$ cat src/rtl/traffic_intersection_ctrl.sv
// traffic_intersection_ctrl: fixed-time intersection sequencer with emergency preemption.
// Define PED_REQ_EN to add a pedestrian walk phase (ped_req/walk ports, PED_TICKS parameter).
module traffic_intersection_ctrl #(
    parameter int NUM_DIR      = 2,
    parameter int GREEN_TICKS  = 4,
    parameter int YELLOW_TICKS = 2,
    parameter int ALLRED_TICKS = 1,
    parameter int CNT_W        = 8
`ifdef PED_REQ_EN
    ,
    parameter int PED_TICKS    = 3
`endif
) (
    input  logic               clk,
    input  logic               reset,
    input  logic               emergency,
    input  logic [1:0]         emerg_dir,
    output logic [NUM_DIR-1:0] red,
    output logic [NUM_DIR-1:0] yellow,
    output logic [NUM_DIR-1:0] green,
    output logic [1:0]         cur_dir,
    output logic [2:0]         phase
`ifdef PED_REQ_EN
    ,
    input  logic               ped_req,
    output logic               walk
`endif
);
    typedef enum logic [2:0] {
        ALL_RED = 3'd0,
        GREEN   = 3'd1,
        YELLOW  = 3'd2,
        EMERG   = 3'd3,
        PED     = 3'd4
    } state_t;

    localparam logic [CNT_W-1:0] G_LD = CNT_W'(GREEN_TICKS - 1);
    localparam logic [CNT_W-1:0] Y_LD = CNT_W'(YELLOW_TICKS - 1);
    localparam logic [CNT_W-1:0] A_LD = CNT_W'(ALLRED_TICKS - 1);
    localparam logic [1:0]       LAST = 2'(NUM_DIR - 1);

    state_t             state_q, state_d;
    logic [CNT_W-1:0]   cnt_q, cnt_d;
    logic [1:0]         dir_q, dir_d, dir_nxt, ed;
    logic [NUM_DIR-1:0] red_q, red_d, yellow_q, yellow_d, green_q, green_d, one_hot;
    logic               zero;
`ifdef PED_REQ_EN
    localparam logic [CNT_W-1:0] P_LD = CNT_W'(PED_TICKS - 1);
    logic pend_q, pend_d, walk_q, walk_d;
`endif

    always_comb begin
        zero     = cnt_q == '0;
        ed       = ({1'b0, emerg_dir} >= 3'(NUM_DIR)) ? 2'd0 : emerg_dir;
        dir_nxt  = (dir_q == LAST) ? 2'd0 : dir_q + 2'd1;
        state_d  = state_q;
        cnt_d    = cnt_q - CNT_W'(1);
        dir_d    = dir_q;
`ifdef PED_REQ_EN
        pend_d   = pend_q | ped_req;
`endif
        case (state_q)
            ALL_RED: if (zero) begin
                if (emergency) begin
                    state_d = EMERG;
                    dir_d   = ed;
                    cnt_d   = cnt_q;
                end
`ifdef PED_REQ_EN
                else if (pend_q) begin
                    state_d = PED;
                    cnt_d   = P_LD;
                    pend_d  = ped_req;
                end
`endif
                else begin
                    state_d = GREEN;
                    dir_d   = dir_nxt;
                    cnt_d   = G_LD;
                end
            end
            // Preemption for another direction cuts green short but still runs a full yellow.
            GREEN: if (emergency && dir_q == ed) begin
                state_d = EMERG;
                cnt_d   = cnt_q;
            end else if (emergency || zero) begin
                state_d = YELLOW;
                cnt_d   = Y_LD;
            end
            YELLOW: if (zero) begin
                state_d = ALL_RED;
                cnt_d   = A_LD;
            end
            EMERG: begin
                cnt_d = cnt_q;
                if (!emergency) begin
                    state_d = YELLOW;
                    cnt_d   = Y_LD;
                end
            end
`ifdef PED_REQ_EN
            PED: if (zero) begin
                if (emergency) begin
                    state_d = EMERG;
                    dir_d   = ed;
                    cnt_d   = cnt_q;
                end else begin
                    state_d = GREEN;
                    dir_d   = dir_nxt;
                    cnt_d   = G_LD;
                end
            end
`endif
            default: begin
                state_d = ALL_RED;
                cnt_d   = A_LD;
            end
        endcase
        one_hot  = NUM_DIR'(1) << dir_d;
        green_d  = (state_d == GREEN || state_d == EMERG) ? one_hot : '0;
        yellow_d = (state_d == YELLOW) ? one_hot : '0;
        red_d    = ~(green_d | yellow_d);
`ifdef PED_REQ_EN
        walk_d   = state_d == PED;
`endif
    end

    always_ff @(posedge clk) begin
        if (!reset) begin
            state_q  <= ALL_RED;
            cnt_q    <= A_LD;
            dir_q    <= LAST;
            red_q    <= '1;
            yellow_q <= '0;
            green_q  <= '0;
`ifdef PED_REQ_EN
            pend_q   <= 1'b0;
            walk_q   <= 1'b0;
`endif
        end else begin
            state_q  <= state_d;
            cnt_q    <= cnt_d;
            dir_q    <= dir_d;
            red_q    <= red_d;
            yellow_q <= yellow_d;
            green_q  <= green_d;
`ifdef PED_REQ_EN
            pend_q   <= pend_d;
            walk_q   <= walk_d;
`endif
        end
    end

    assign red     = red_q;
    assign yellow  = yellow_q;
    assign green   = green_q;
    assign cur_dir = dir_q;
    assign phase   = state_q;
`ifdef PED_REQ_EN
    assign walk    = walk_q;
`endif
endmodule
$ cat config.mk
export PLATFORM = sky130hd
export DESIGN_NAME = traffic_intersection_ctrl
export DESIGN_NICKNAME = d
export VERILOG_FILES = /design/src/rtl/traffic_intersection_ctrl.sv
export SDC_FILE = /design/constraint.sdc
export NUM_CORES = 1
export LEC_CHECK = 0
export ABC_CLOCK_PERIOD_IN_PS = 2750
export BUFFER_PORTS_ARGS = -buffer_cell sky130_fd_sc_hd__buf_2
export CORE_MARGIN = 4
export CORE_UTILIZATION = 54
export DETAILED_ROUTE_END_ITERATION = 8
export PLACE_DENSITY_LB_ADDON = 0.1
export SLEW_MARGIN = 20
export SYNTH_ARGS = -nofsm -noshare
export SYNTH_HDL_FRONTEND = slang
export SYNTH_SLANG_ARGS = --single-unit
export TNS_END_PERCENT = 5
$ cat constraint.sdc
create_clock -name clk -period 2.75 [get_ports clk]
set_input_delay 0 -clock clk [delete_from_list [all_inputs] [get_ports clk]]
set_output_delay 0 -clock clk [all_outputs]
set_load 0.02 [all_outputs]
==> impl_metrics.tcl <==
set metrics [dict create \
    ys_ff_latch 19 \
    synthFlopType "dfxtp_1" \
    worst_pin_slew_ns 0.6347 \
    post-route-min-period_ns 2.280 \
    die_area_sq_mm 0.002584 \
    post_cts_resize_count 0 \
    synth_area_sq_um 991.0 \
    fillers 157 \
    clock_sinks 19 \
    cap_violations 0 \
    antenna_found_initial 0 \
    postSynthCellCount 119 \
    cts_made_buffers 3 \
    dp_hpwl_um 1701 \
    route.antenna.remaining_nets 0 \
    tns_ns 0 \
    power_leakage_nw 0.4741 \
    worst-path-max-fanout 6 \
    post_cts_buffers 0 \
    rsz0062_at_grt "no" \
    place_congestion 0.8312 \
    critPathKind "reg -> reg" \
    cp.required_ns 2.96 \
    std_cell_rows 15 \
    grt_pass1_vias 855 \
    initial_core_util 0.5739 \
    fin_util 0.6399 \
    final_common_cell "dfxtp_1" \
    insertion_delay_ns 0.31 \
    grt_max_degree 14 \
    grt_first_pass_wirelength_um 3981 \
    synth-edff-count 0 \
    holdWs_ns 0.01657 \
    grt-ovfl-total 0 \
    syn_to_final_growth_pct 11.49 \
    status "completed" \
    coreArea_sq_mm 0.001727 \
    syn_avg_cell_area_sq_um 8.327 \
    vias 918 \
    io_pins 16 \
    final_nets 141 \
    first_pass_iters 4 \
    drc 0 \
    vias_per_cell 5.810 \
    port_buffers 15 \
    synth.top_cell.area_share 0.3838 \
    start_kind "flip-flop" \
    cts_root_buf "clkbuf_4" \
    multiInputGateArea_sq_um 568.0 \
    period_share 0.8291 \
    grt_usage 0.2021 \
    irDropWorstVdd_mv 0.6436 \
    yosysSeqAreaShare 0.3838 \
    slew_headroom 0.5750 \
    final-seq-area_sq_um 380.4 \
    dieWidth_um 50.84 \
    drv_slew 0 \
    wl_per_cell_um 14.83 \
    hold_path.class "in -> reg" \
    cts.clk_slew.worst_paths_ns 0.11 \
    end_kind "flip-flop" \
    hold_viol 0 \
    setup_viol 0 \
    ys.warnings.count 0 \
    skew_ns 0.006606 \
    final_cell_mix "19 x dfxtp_1, 18 x nor2_1, 15 x buf_2" \
    yosys.cell_types.count 38 \
    async_flop_share 0 \
    cts_max_level 1 \
    synth_largest_area_cell "dfxtp_1" \
    cts_tree "built" \
    cellPowerDensity_mw_per_mm2 1194 \
    die_h_um 50.84 \
    cp.arrival_ns 2.49 \
    hold_buffers 0 \
    syn-num-nets 126 \
    cts_buffer_depth 2 \
    drt-total-wl_um 2343 \
    num_antenna_cells 0 \
    max_freq_ghz 0.4386 \
    drive_gt1_frac 0.2180 \
    synthTopCellsByArea "dfxtp_1 38%, nor2_1 6.8%, o221a_2 4.5%" \
    fin_total_pwr_mw 1.319 \
    drt_iter0_drc 27 \
]
[layer usage]
layer,share of wire,vias to the layer above,GRT usage
li1,-,463,-
met1,0.46,407,0.2836
met2,0.43,42,0.2935
met3,0.083,6,0.03207
met4,0.022,0,0.1121
met5,0,-,0
[critical path: stages, from the launching register on]
cell and delay (ns):
dfxtp_1 0.36, inv_1 0.09, ha_1 0.18, or3b_2 0.52
nor4b_4 0.36, and3_1 0.22, a21oi_1 0.10, or3_1 0.35
[worst paths after layout]
check | from | to | slack [ns] | cells after the start
hold / removal | reset | cur_dir[0]$_SDFF_PN1_ | 0.02 | 2
setup / recovery | cnt_q[0]$_SDFFE_PN0P_ | red[0]$_SDFF_PN1_ | 0.47 | 7
hold reg to reg | cnt_q[6]$_SDFFE_PN0P_ | cnt_q[6]$_SDFFE_PN0P_ | 0.51 | 2
setup reg to reg | cnt_q[0]$_SDFFE_PN0P_ | red[0]$_SDFF_PN1_ | 0.47 | 7
[cell type report]
| class | instances | area share |
|---|---|---|
| clock buffer | 3 | 0.02039 |
| clock inverter | 1 | 0.004530 |
| inverter | 6 | 0.02039 |
| multi-input combinational | 89 | 0.5142 |
| sequential | 19 | 0.3443 |
| tap | 25 | 0.02831 |
| timing repair buffer | 15 | 0.06795 |
[power by group]
group	total [mW]	switching (mW)	internal [mW]
clock network	0.146	0.0916	0.0544
registers	0.427	0.0836	0.344
logic	0.745	0.453	0.292
[kinds of logic after synthesis]
kind of cell               share of synthesized area
muxes                                        0.01010
adders and majority gates                    0.02525
AOI/OAI and AO/OA                             0.2260
xor gates and xnor gates                    0.008840
other                                       0.003784
and+or+nand+nor                               0.2992
DFF                                           0.3838
buffers and inverters                        0.04292
[metrics by stage]
stage,instances,worst slack [ns],area (sq um)
after detailed placement,154,0.5023,1077
after global placement,154,0.5707,1077
after floorplan,119,0.6488,991.0
after global routing,158,0.2959,1105
after CTS,158,0.4940,1105
final,158,0.4699,1105
[synth_stat cells (2+ instances only)]
cell      instances
a21oi_1           6
o221a_2           4
nand3_1           2
nor4_1            4
or2_2             2
nor2_1           18
dfxtp_1          19
clkbuf_1          4
nand2_1           6
o21ai_0           6
a31oi_1           4
ha_1              2
o211ai_1          3
nor2b_1           4
or3_1             2
o31ai_1           2
nor3_1            2
and3_1            2
inv_1             6
nand3b_1          3
[registers in the layout (all words and copies together), names as in the netlist]
name and count:
cnt_q 8, phase 3, cur_dir 2, green 2
red 2, yellow 2
Power figures use the tool's default switching activity.
